$ cat src/rtl/spi_shift_engine_pkg.sv
// Shared types and helpers for the SPI shift engine.
package spi_shift_engine_pkg;

    typedef enum logic [1:0] {
        IDLE  = 2'd0,
        SHIFT = 2'd1,
        DONE  = 2'd2
    } state_t;

    // A frame length of 0, or one longer than the shifter, means a full-width frame.
    function automatic int norm_len(input int len, input int max_len);
        if (len == 0 || len > max_len) begin
            return max_len;
        end
        return len;
    endfunction

endpackage

$ cat src/rtl/spi_shift_engine_bitcnt.sv
// Bit down-counter: loaded with the frame length, decremented per shifted bit,
// flags the last bit of the frame.
module spi_shift_engine_bitcnt #(
    parameter int CBITS = 4
) (
    input  logic             clk,
    input  logic             reset,
    input  logic             i_load,
    input  logic [CBITS-1:0] i_load_val,
    input  logic             i_dec,
    output logic             o_is_one
);

    logic [CBITS-1:0] r_cnt;

    // Count register: load wins over decrement, never wraps below zero.
    always_ff @(posedge clk) begin
        if (reset) begin
            r_cnt <= '0;
        end else if (i_load) begin
            r_cnt <= i_load_val;
        end else if (i_dec && r_cnt != '0) begin
            r_cnt <= r_cnt - 1'b1;
        end
    end

    assign o_is_one = (r_cnt == CBITS'(1));

endmodule

$ cat src/rtl/spi_shift_engine.sv
// SPI shift engine: accepts a parallel word, shifts it out one bit per
// shift_en strobe while sampling sin, then presents the received word.
// Optional feature macro: SPI_SHIFT_ENGINE_LSB_FIRST_EN adds the lsb_first
// port selecting per-frame bit order; without it frames are MSB-first.
module spi_shift_engine
    import spi_shift_engine_pkg::*;
#(
    parameter int nbits = 8,
    parameter int cbits = $clog2(nbits) + 1
) (
    input  logic             clk,
    input  logic             reset,
    input  logic             req_val,
    output logic             req_rdy,
    input  logic [nbits-1:0] req_data,
    input  logic [cbits-1:0] req_len,
    input  logic             shift_en,
    input  logic             sin,
    output logic             sout,
    output logic             resp_val,
    input  logic             resp_rdy,
    output logic [nbits-1:0] resp_data,
    output logic             busy
`ifdef SPI_SHIFT_ENGINE_LSB_FIRST_EN
    ,
    input  logic             lsb_first
`endif
);

    state_t           r_state;
    state_t           w_next;
    logic [nbits-1:0] r_shreg;
    logic [cbits-1:0] r_len;
    logic             r_lsb;

    logic             w_accept;
    logic             w_strobe;
    logic             w_cnt_is_one;
    logic             w_lsb_in;
    logic [cbits-1:0] w_len_norm;
    logic [nbits-1:0] w_mask;
    logic [nbits-1:0] w_resp;
    logic             w_sout;

`ifdef SPI_SHIFT_ENGINE_LSB_FIRST_EN
    assign w_lsb_in = lsb_first;
`else
    assign w_lsb_in = 1'b0;
`endif

    assign w_len_norm = cbits'(norm_len(int'(req_len), nbits));

    spi_shift_engine_bitcnt #(
        .CBITS (cbits)
    ) u_bitcnt (
        .clk        (clk),
        .reset      (reset),
        .i_load     (w_accept),
        .i_load_val (w_len_norm),
        .i_dec      (w_strobe),
        .o_is_one   (w_cnt_is_one)
    );

    // State register.
    always_ff @(posedge clk) begin
        if (reset) begin
            r_state <= IDLE;
        end else begin
            r_state <= w_next;
        end
    end

    // Next-state and handshake decode; strobes are only honoured in SHIFT.
    always_comb begin
        w_next   = r_state;
        req_rdy  = 1'b0;
        resp_val = 1'b0;
        busy     = 1'b1;
        w_accept = 1'b0;
        w_strobe = 1'b0;
        case (r_state)
            IDLE: begin
                req_rdy = 1'b1;
                busy    = 1'b0;
                if (req_val) begin
                    w_accept = 1'b1;
                    w_next   = SHIFT;
                end
            end
            SHIFT: begin
                if (shift_en) begin
                    w_strobe = 1'b1;
                    if (w_cnt_is_one) begin
                        w_next = DONE;
                    end
                end
            end
            DONE: begin
                resp_val = 1'b1;
                if (resp_rdy) begin
                    w_next = IDLE;
                end
            end
            default: begin
                w_next = IDLE;
            end
        endcase
    end

    // Shift register: MSB-first frames are left-aligned at load so the first
    // bit out is always the top bit; LSB-first frames load as-is.
    always_ff @(posedge clk) begin
        if (reset) begin
            r_shreg <= '0;
            r_len   <= '0;
            r_lsb   <= 1'b0;
        end else if (w_accept) begin
            r_len <= w_len_norm;
            r_lsb <= w_lsb_in;
            if (w_lsb_in) begin
                r_shreg <= req_data;
            end else begin
                r_shreg <= req_data << (nbits - int'(w_len_norm));
            end
        end else if (w_strobe) begin
            if (r_lsb) begin
                r_shreg <= {sin, r_shreg[nbits-1:1]};
            end else begin
                r_shreg <= {r_shreg[nbits-2:0], sin};
            end
        end
    end

    // Received-word extraction: right-justify the L received bits.
    always_comb begin
        for (int i = 0; i < nbits; i++) begin
            w_mask[i] = (i < int'(r_len));
        end
        if (r_lsb) begin
            w_resp = r_shreg >> (nbits - int'(r_len));
        end else begin
            w_resp = r_shreg & w_mask;
        end
    end

    // Serial output is only driven while a frame is shifting.
    always_comb begin
        w_sout = 1'b0;
        if (r_state == SHIFT) begin
            w_sout = r_lsb ? r_shreg[0] : r_shreg[nbits-1];
        end
    end

    assign sout      = w_sout;
    assign resp_data = (r_state == DONE) ? w_resp : '0;

endmodule

$ cat config.mk
export PLATFORM = sky130hd
export DESIGN_NAME = spi_shift_engine
export DESIGN_NICKNAME = d
export VERILOG_FILES = /design/src/rtl/spi_shift_engine_pkg.sv /design/src/rtl/spi_shift_engine_bitcnt.sv /design/src/rtl/spi_shift_engine.sv
export SDC_FILE = /design/constraint.sdc
export NUM_CORES = 1
export LEC_CHECK = 0
export CORE_ASPECT_RATIO = 1.1
export CORE_MARGIN = 2
export CORE_UTILIZATION = 49
export CTS_CLUSTER_SIZE = 28
export DETAILED_ROUTE_END_ITERATION = 10
export PLACE_DENSITY_LB_ADDON = 0.1
export SLEW_MARGIN = 15
export SYNTH_ARGS = -nofsm -noshare
export SYNTH_HDL_FRONTEND = slang
export SYNTH_SLANG_ARGS = --single-unit
$ cat constraint.sdc
create_clock -name clk -period 2.5 [get_ports clk]
set_clock_uncertainty 0.15 [all_clocks]
set_input_delay 0.25 -clock clk [delete_from_list [all_inputs] [get_ports clk]]
set_output_delay 0.25 -clock clk [all_outputs]
set_load 0.02 [all_outputs]
* After elaboration in Yosys (flattened, before gate mapping)
Cells that the tools add are included.
** Cells by class
- Add/subtract/negate cells :: 2
- Equal/unequal tests :: 7
- Magnitude comparators :: 9
- Reduce and logical (&&, ||, !) cells :: 8
- Muxes and demuxes :: 21
- Divide/modulo/power cells :: 0
- Shift-type cells :: 1
- Bitwise gates (word level) :: 1
- Multipliers :: 0
** Operator list (count)
- $shl A8 B32 Y8 :: 1
- $mux W8 :: 3
- $lt A3 B4 Y1 const A :: 4
- $mux W4 :: 4
- $mux W1 :: 9
- $and A8 B8 Y8 :: 1
- $lt A1 B4 Y1 const A :: 2
- $lt A2 B4 Y1 const A :: 2
- $mux W2 :: 4
- $ne A2 B2 Y1 const B :: 3
- $pmux W2 S3 :: 1
- $sub A4 B4 Y5 const A :: 1
- $eq A4 B1 Y1 const B :: 1
- $gt A4 B4 Y1 const B :: 1
- $logic_not A4 Y1 :: 1
- $reduce_and A4 Y1 :: 1
- $reduce_bool A2 Y1 :: 2
- $reduce_bool A4 Y1 :: 1
- $sub A4 B1 Y4 const B :: 1
- $eq A2 B1 Y1 const B :: 1
- $eq A2 B2 Y1 const B :: 1
- $logic_not A2 Y1 :: 1
- $ne A2 B1 Y1 const B :: 1
- $logic_and A1 B1 Y1 :: 1
- $logic_or A1 B1 Y1 :: 1
** Storage, ports and cells
- Bits in registers :: 18
- Bits in writable memories :: 0
- Word-level logic and storage cells :: 53
- Latch bits :: 0
- Memories :: 0
- Input bits :: 18
- ROM bits :: 0

* Logic depth before layout (Yosys ltp)
Gate-level depths: netlist (run 1).
- Depth after elaboration :: 7
- Gate-level depth with buffers :: 9

* Hierarchy
Synthesis (run 1) repeated with hierarchy kept, for this count alone.
** Unflattened totals
- Cell total of the unflattened synthesis :: 183
- Area, all modules :: 1403.8 um^2
** By module, submodules not included
- spi_shift_engine :: seq. area each 280.3 um^2, instances 1, cells each 150, area an instance 1117.3 um^2
- spi_shift_engine_bitcnt :: seq. area each 80.1 um^2, instances 1, cells each 33, area an instance 286.5 um^2

* Worst setup path before layout (run 1)
Ideal clock, no wire load.
- Path type :: input-to-reg
- Start :: in req_len[0]
- End :: reg r_shreg[7]
- Slack :: 487 ps
- Buffers on the path :: 1
- Data arrival time :: 1783 ps
- Stages :: 9
- Setup time :: 80 ps
- Cells stage by stage :: nor2b_4 -> inv_4 -> ha_1 -> buf_2 -> mux2i_1 -> mux2_2 -> nor3b_2 -> o21ai_2 -> a211oi_2
** Between the ends
- Word-level cells in the longest chain between the ends :: 7
- Elaborated cells on any way between the ends :: 9
** Ends and longest elaborated chain
- start, declared :: line spi_shift_engine.sv:16 : input logic [cbits-1:0] req_len,
- $gt A4 B4 Y1 / $logic_not A4 Y1 (equally long branches) :: line spi_shift_engine_pkg.sv:12 : if (len == 0 || len > max_len) begin
- $logic_or A1 B1 Y1 :: line spi_shift_engine_pkg.sv:12
- $mux W1 / $mux W4 (equally long branches) :: line spi_shift_engine_pkg.sv:12
- $mux W4 * :: line spi_shift_engine_pkg.sv:15 : return len;
- $sub A4 B4 Y5 * :: line spi_shift_engine.sv:123 : r_shreg <= req_data << (nbits - int'(w_len_norm));
- $shl A8 B32 Y8 * :: line spi_shift_engine.sv:123
- $mux W8 * :: line spi_shift_engine.sv:117 : end else if (w_accept) begin
- end signal, assigned :: line spi_shift_engine.sv:121 : r_shreg <= req_data;
- end signal, assigned :: line spi_shift_engine.sv:123
- end signal, assigned :: line spi_shift_engine.sv:127 : r_shreg <= {sin, r_shreg[nbits-1:1]};
- end, declared :: line spi_shift_engine.sv:32 : logic [nbits-1:0] r_shreg;
Every way passes the cells marked *; elsewhere a longest branch is shown, timed or not.
A chain may end at the register's enable or synchronous reset.

* Worst setup path after layout (run 1)
- Start :: in req_len[3]
- End :: reg r_shreg[7]
The elaborated chain is that of the path after synthesis.

==> results.py, run 1 <==
metrics = {
    "clocking": {
        "cts_buffer_depth": 2,
        "cts_root_buf": "clkbuf_4",
        "clkSinkCount": 18,
        "cts_max_level": 1,
        "cts_buffers": 3,
        "clk_latency_ps": 290,
        "postCtsSetupRepairBufs": 0,
        "cts_tree": "yes",
        "cts.clk_slew.worst_paths_ps": 100,
    },
    "worst_setup_path": {
        "cp.arrival_ps": 2330,
        "crit_chain": "clkdlybuf4s50_1, nor2b_4, inv_4, ha_1, mux2i_1, mux2_2, nor3b_2, o21ai_2, a211oi_2",
        "crit_path_end_kind": "register",
        "cp_top_family": "buffers and inverters",
        "critPathBufInv": 2,
        "reg2reg_slack_ps": 700,
        "r2r-end": "r_shreg[2]",
        "cp_slowest_stage_delay_ps": 490,
        "crit_path_top_delay_cell": "clkdlybuf4s50_1",
        "r2r_cells": 5,
        "criticalPathCategory": "in2reg",
        "r2r_start": "r_state[0]",
        "worstPathMaxFanout": 7,
        "cp.required_ps": 2560,
        "worstSetupStartpointType": "primary input",
    },
    "die": {
        "initial_core_util_pct": 51.5,
        "dieWidth_um": 53.1,
        "num_io_pins": 30,
        "core-area_um2": 2520,
        "die_y_um": 58.0,
        "dieArea_um2": 3080,
        "fp-row-count": 19,
    },
    "yosys": {
        "synth_top_area_cell": "dfxtp_1",
        "async_flop_share_pct": 0,
        "synthDistinctLibCells": 46,
        "syn_inst": 161,
        "synth_commonest_cells": "nor2_1, dfxtp_1, a21oi_1, nand2_1",
        "yosysTopAreaCellShare_pct": 27.8,
        "synth_warnings": 0,
        "synth_most_common_cell": "nor2_1",
        "ys_seq_elements": 18,
        "yosys-top-cells-area": "dfxtp_1, a21oi_1, nor2_1",
        "ys_seq_area_share_pct": 27.8,
        "synth-edff-count": 0,
        "post_synth.cell_area_avg_um2": 8.06,
        "syn_nets": 182,
        "syn_area_um2": 1300,
        "synthFlopType": "dfxtp_1",
    },
    "grt": {
        "overflow": 0,
        "grt_max_degree": 12,
        "grt_pass1_vias": 1241,
        "grt_first_pass_wirelength_um": 5400,
        "grt_usage_pct": 23.7,
        "antenna_found_initial": 0,
    },
    "power": {
        "power.density_nw_per_um2": 447,
        "seq_power_share_pct": 43.8,
        "finalPower_uw": 773,
        "power_frac_clock_pct": 22.8,
        "p_sw_uw": 243,
        "pwr-share-comb_pct": 33.4,
        "total_leakage_power_uw": 0.000686,
        "ir_drop_mv": 0.264,
        "intPower_uw": 530,
        "swShare_pct": 31.4,
    },
    "timing": {
        "grt_setup_unrepaired": "no",
        "slew_violations": 0,
        "holdWs_ps": 374,
        "min_period_ps": 2280,
        "tightestPinTransition_ps": 455,
        "hold_viol": 0,
        "max_slew_margin_pct": 69.7,
        "clock.fmax_ghz": 0.439,
        "setup-violations-final": 0,
        "layout_worst_path_cycle_share_pct": 91.1,
    },
    "routing": {
        "route.detailed.drc": 0,
        "antenna_left": 0,
        "drt_iter0_markers": 30,
        "vias": 1331,
        "avgViaCountPerCell": 5.76,
        "routedWlPerCell_um": 14.4,
        "firstDrtPassIters": 4,
        "totalWireLength_um": 3320,
    },
    "place": {
        "dp.cells": 227,
        "port_buffers": 29,
        "dpl.hpwl_um": 2660,
        "gp_congestion": 0.850,
    },
    "worst_hold_path": {
        "worstHoldEndpoint": "r_len[2]",
        "hold_start": "r_len[2]",
        "hold_path_class": "reg2reg",
        "min_delay_path_depth": 2,
    },
    "layout": {
        "fin_nets": 222,
        "fill_cells": 230,
        "n_antenna_cell": 0,
        "drive_gt1_share_pct": 17.5,
        "layout.cells.non_filler": 231,
        "area_growth_pct": 33.4,
    },
    "flow_run": {
        "cap_violations": 0,
    },
    "status": {
        "outcome": "finished clean",
    },
}
placed cells by master, fill, tap and decap left out, types with 3 or more instances in the layout:
cell type,count
nor2_1,21
buf_4,15
dfxtp_1,17
o211ai_1,3
nor2b_1,4
nand3_1,4
nand2_1,15
a21oi_1,17
inv_1,7
nor3_1,6
a211oi_1,7
ha_1,3
clkbuf_4,3
clkdlybuf4s50_1,29
mux2i_1,7
worst max-delay path by stage:
stage | startpoint | endpoint | slack (ps) | cells past startpoint
floorplan | req_len[0] | r_shreg[7] | 490 | 9
global placement | req_len[3] | r_shreg[3] | 10 | 9
finish | req_len[3] | r_shreg[7] | 220 | 9
detailed placement | req_len[3] | r_shreg[3] | -50 | 9
global route | r_state[1] | resp_data[4] | 120 | 5
CTS | r_state[1] | resp_data[4] | 120 | 5
sequential cells by signal, summed over array words and instances (netlist names):
signal and flops:
r_len 4, r_shreg 8, r_state 2, u_bitcnt.r_cnt 4
routing by layer:
metal  up-vias  part of all wire [%]  track usage (%)
met2        31                    53             42.5
met3         8                   3.3             3.61
met5         -                     0                0
li1        665                     -                -
met1       627                    42             27.0
met4         0                   1.9             10.6
layout make-up:
| type | instances | area, um2 | area share (%) |
|---|---|---|---|
| Multi-Input combinational cell | 126 | 858 | 49.6 |
| Timing Repair Buffer | 44 | 403 | 23.3 |
| Sequential cell | 18 | 362 | 20.9 |
| Tap cell | 31 | 38.8 | 2.24 |
| Clock buffer | 4 | 36.3 | 2.10 |
| Inverter | 8 | 32.5 | 1.88 |
kinds of logic (layout without fill, tap and decap cells):
kind of cell	Yosys count	count (layout)	share of synthesized area, %
AOI/OAI and AO/OA	48	48	26.3
muxes	10	10	10.0
buffers and inverters	17	56	6.08
and+or+nand+nor	61	61	23.6
DFF	18	18	27.8
adders and majority gates	3	3	2.89
xor gates and xnor gates	4	4	3.28
what timing repair did:
action                     4_1_cts  5_1_grt
setup endpoints to repair        0        1
hold buffers                     0        0
resized for setup                0        1
worst register-to-register path, stage by stage, from the launching register on:
cell	delay, ps
dfxtp_1	460
nand2_1	170
a21oi_1	430
inv_1	130
a221oi_1	280
nor3_1	80
stage by stage:
stage	worst slack [ps]	TNS, ps	util [%]	instance area (um2)
6_report	223	0	68.7	1730
5_1_grt	119	0	68.7	1730
4_1_cts	116	0	68.6	1730
3_5_place_dp	-51.5	-95.6	67.2	1690
3_3_place_gp	13.5	0	67.2	1690
2_1_floorplan	487	0	-	1300
power groups by stage:
stage          registers, uW  clock network (uW)  logic [uW]
2_1_floorplan            335                   0         168
3_3_place_gp             342                   0         249
3_5_place_dp             344                   0         256
4_1_cts                  338                 181         258
5_1_grt                  341                 195         284
6_report                 338                 176         258
No activity file was read; power rests on OpenSTA's default activity.
==> run 2: changes to the inputs <==
SKIP_CTS_REPAIR_TIMING = 1   (was unset)
==> results of run 2 <==
The final DEF is identical to that of run 1; final timing and power are the same.
==> run 3: changes to the inputs <==
MAX_ROUTING_LAYER = met4   (was unset)
==> run 3 against run 2 <==
Net effect:
- design area did not move
- power barely moved
- first-iteration DRC count is 10% lower
- via count decreased by 0.90%
==> results.py, run 3 (synthesis results as in run 1) <==
metrics = {
    "worst_setup_path": {
        "criticalPathCategory": "in2reg",
        "worstSetupStartpointType": "primary input",
        "cp_top_family": "buffers and inverters",
        "crit_path_end_kind": "register",
        "crit_path_top_delay_cell": "clkdlybuf4s50_1",
        "cp.required_ps": 2560,
        "crit_chain": "clkdlybuf4s50_1, nor2b_4, inv_4, ha_1, mux2i_1, mux2_2, nor3b_2, o21ai_2, a211oi_2",
        "cp_slowest_stage_delay_ps": 490,
        "worstPathMaxFanout": 7,
        "cp_num_cells": 9,
        "cp.arrival_ps": 2330,
        "critPathBufInv": 2,
        "r2r_cells": 5,
    },
    "layout": {
        "layout.cells.non_filler": 231,
        "largest_reg_flops": 8,
        "fin_area_um2": 1730,
        "area_growth_pct": 33.4,
        "mostFrequentLayoutCells": "clkdlybuf4s50_1, nor2_1, a21oi_1, dfxtp_1",
        "fin_nets": 222,
        "drive_gt1_share_pct": 17.5,
        "largestRegisters": "r_shreg (8), r_len (4), u_bitcnt.r_cnt (4)",
        "n_antenna_cell": 0,
        "seq_area_um2": 362,
        "final_core_util_pct": 68.7,
        "multi_input_area_um2": 858,
        "layout_commonest_cell": "clkdlybuf4s50_1",
        "fill_cells": 230,
        "regMostFlops": "r_shreg",
    },
    "routing": {
        "route.detailed.drc": 0,
        "routedWlPerCell_um": 14.4,
        "avgViaCountPerCell": 5.71,
        "firstDrtPassIters": 4,
        "vias": 1319,
        "totalWireLength_um": 3320,
        "drt_iter0_markers": 27,
        "antenna_left": 0,
    },
    "status": {
        "outcome": "finished clean",
    },
    "timing": {
        "max_slew_margin_pct": 70.3,
        "hold_viol": 0,
        "clock.fmax_ghz": 0.439,
        "layout_worst_path_cycle_share_pct": 91.1,
        "slew_violations": 0,
        "tightestPinTransition_ps": 445,
        "min_period_ps": 2280,
        "fin_ws_ps": 222,
        "grt_setup_unrepaired": "no",
        "setup-violations-final": 0,
    },
    "place": {
        "dpl.hpwl_um": 2660,
        "place_ws_ps": -51.5,
        "dpl-instance-area_um2": 1690,
        "port_buffers": 29,
        "dp.cells": 227,
        "gp_congestion": 0.863,
    },
    "clocking": {
        "cts_tree": "yes",
        "clkSinkCount": 18,
        "cts_max_level": 1,
        "cts_root_buf": "clkbuf_4",
        "clk_latency_ps": 290,
        "cts_buffer_depth": 2,
        "cts.clk_slew.worst_paths_ps": 100,
        "cts_buffers": 3,
    },
    "die": {
        "dieArea_um2": 3080,
        "dieWidth_um": 53.1,
        "fp-row-count": 19,
        "die_y_um": 58.0,
        "num_io_pins": 30,
        "core-area_um2": 2520,
        "initial_core_util_pct": 51.5,
    },
    "power": {
        "power.density_nw_per_um2": 447,
        "total_leakage_power_uw": 0.000686,
        "finalPower_uw": 773,
        "ir_drop_mv": 0.263,
    },
    "grt": {
        "grt_max_degree": 12,
        "overflow": 0,
        "grt_pass1_vias": 1243,
        "grt_first_pass_wirelength_um": 5410,
        "grt_usage_pct": 24.5,
        "antenna_found_initial": 0,
    },
    "flow_run": {
        "cap_violations": 0,
    },
    "worst_hold_path": {
        "hold_path_class": "reg2reg",
        "min_delay_path_depth": 2,
    },
}
## run 3: cell counts in the layout (fill, tap and decap cells not counted)
Identical to the previous run, type by type.
## run 3: layer usage
layer  share of wire, %  track usage [%]
met5                  0                -
met1                 42             27.0
met2                 53             42.5
met3                3.8             4.38
met4                2.0             10.6
## run 3: final cells by class
class | instances | area share [%]
multi-input cells | 126 | 49.6
flip-flops and latches | 18 | 20.9
clock buffers | 4 | 2.10
repair buffers | 44 | 23.3
well taps | 31 | 2.24
inverters | 8 | 1.88
## run 3: report_power, final
part           internal [uW]  leakage (uW)  switching (uW)
clock                   88.7     0.0000210            88.0
combinational            129      0.000516             129
sequential               312      0.000149            25.9
total                    530      0.000686             243
## run 3: metrics by stage
step	hold WS (ps)	TNS [ps]
3_5_place_dp	355	-95.6
5_1_grt	402	0
3_3_place_gp	333	0
6_report	374	0
4_1_cts	367	0
2_1_floorplan	271	0
## run 3: final timing paths
check,start,slack (ps),to
max,req_len[3],220,r_shreg[7]
min,r_len[2],370,r_len[2]
max reg2reg,r_state[0],740,r_shreg[2]
min reg2reg,r_len[2],370,r_len[2]
## run 3: tightest hold or removal path, cell delays in order (launching register included)
cell     delay, ps
dfxtp_1        360
nand2_1         70
a21oi_1         60
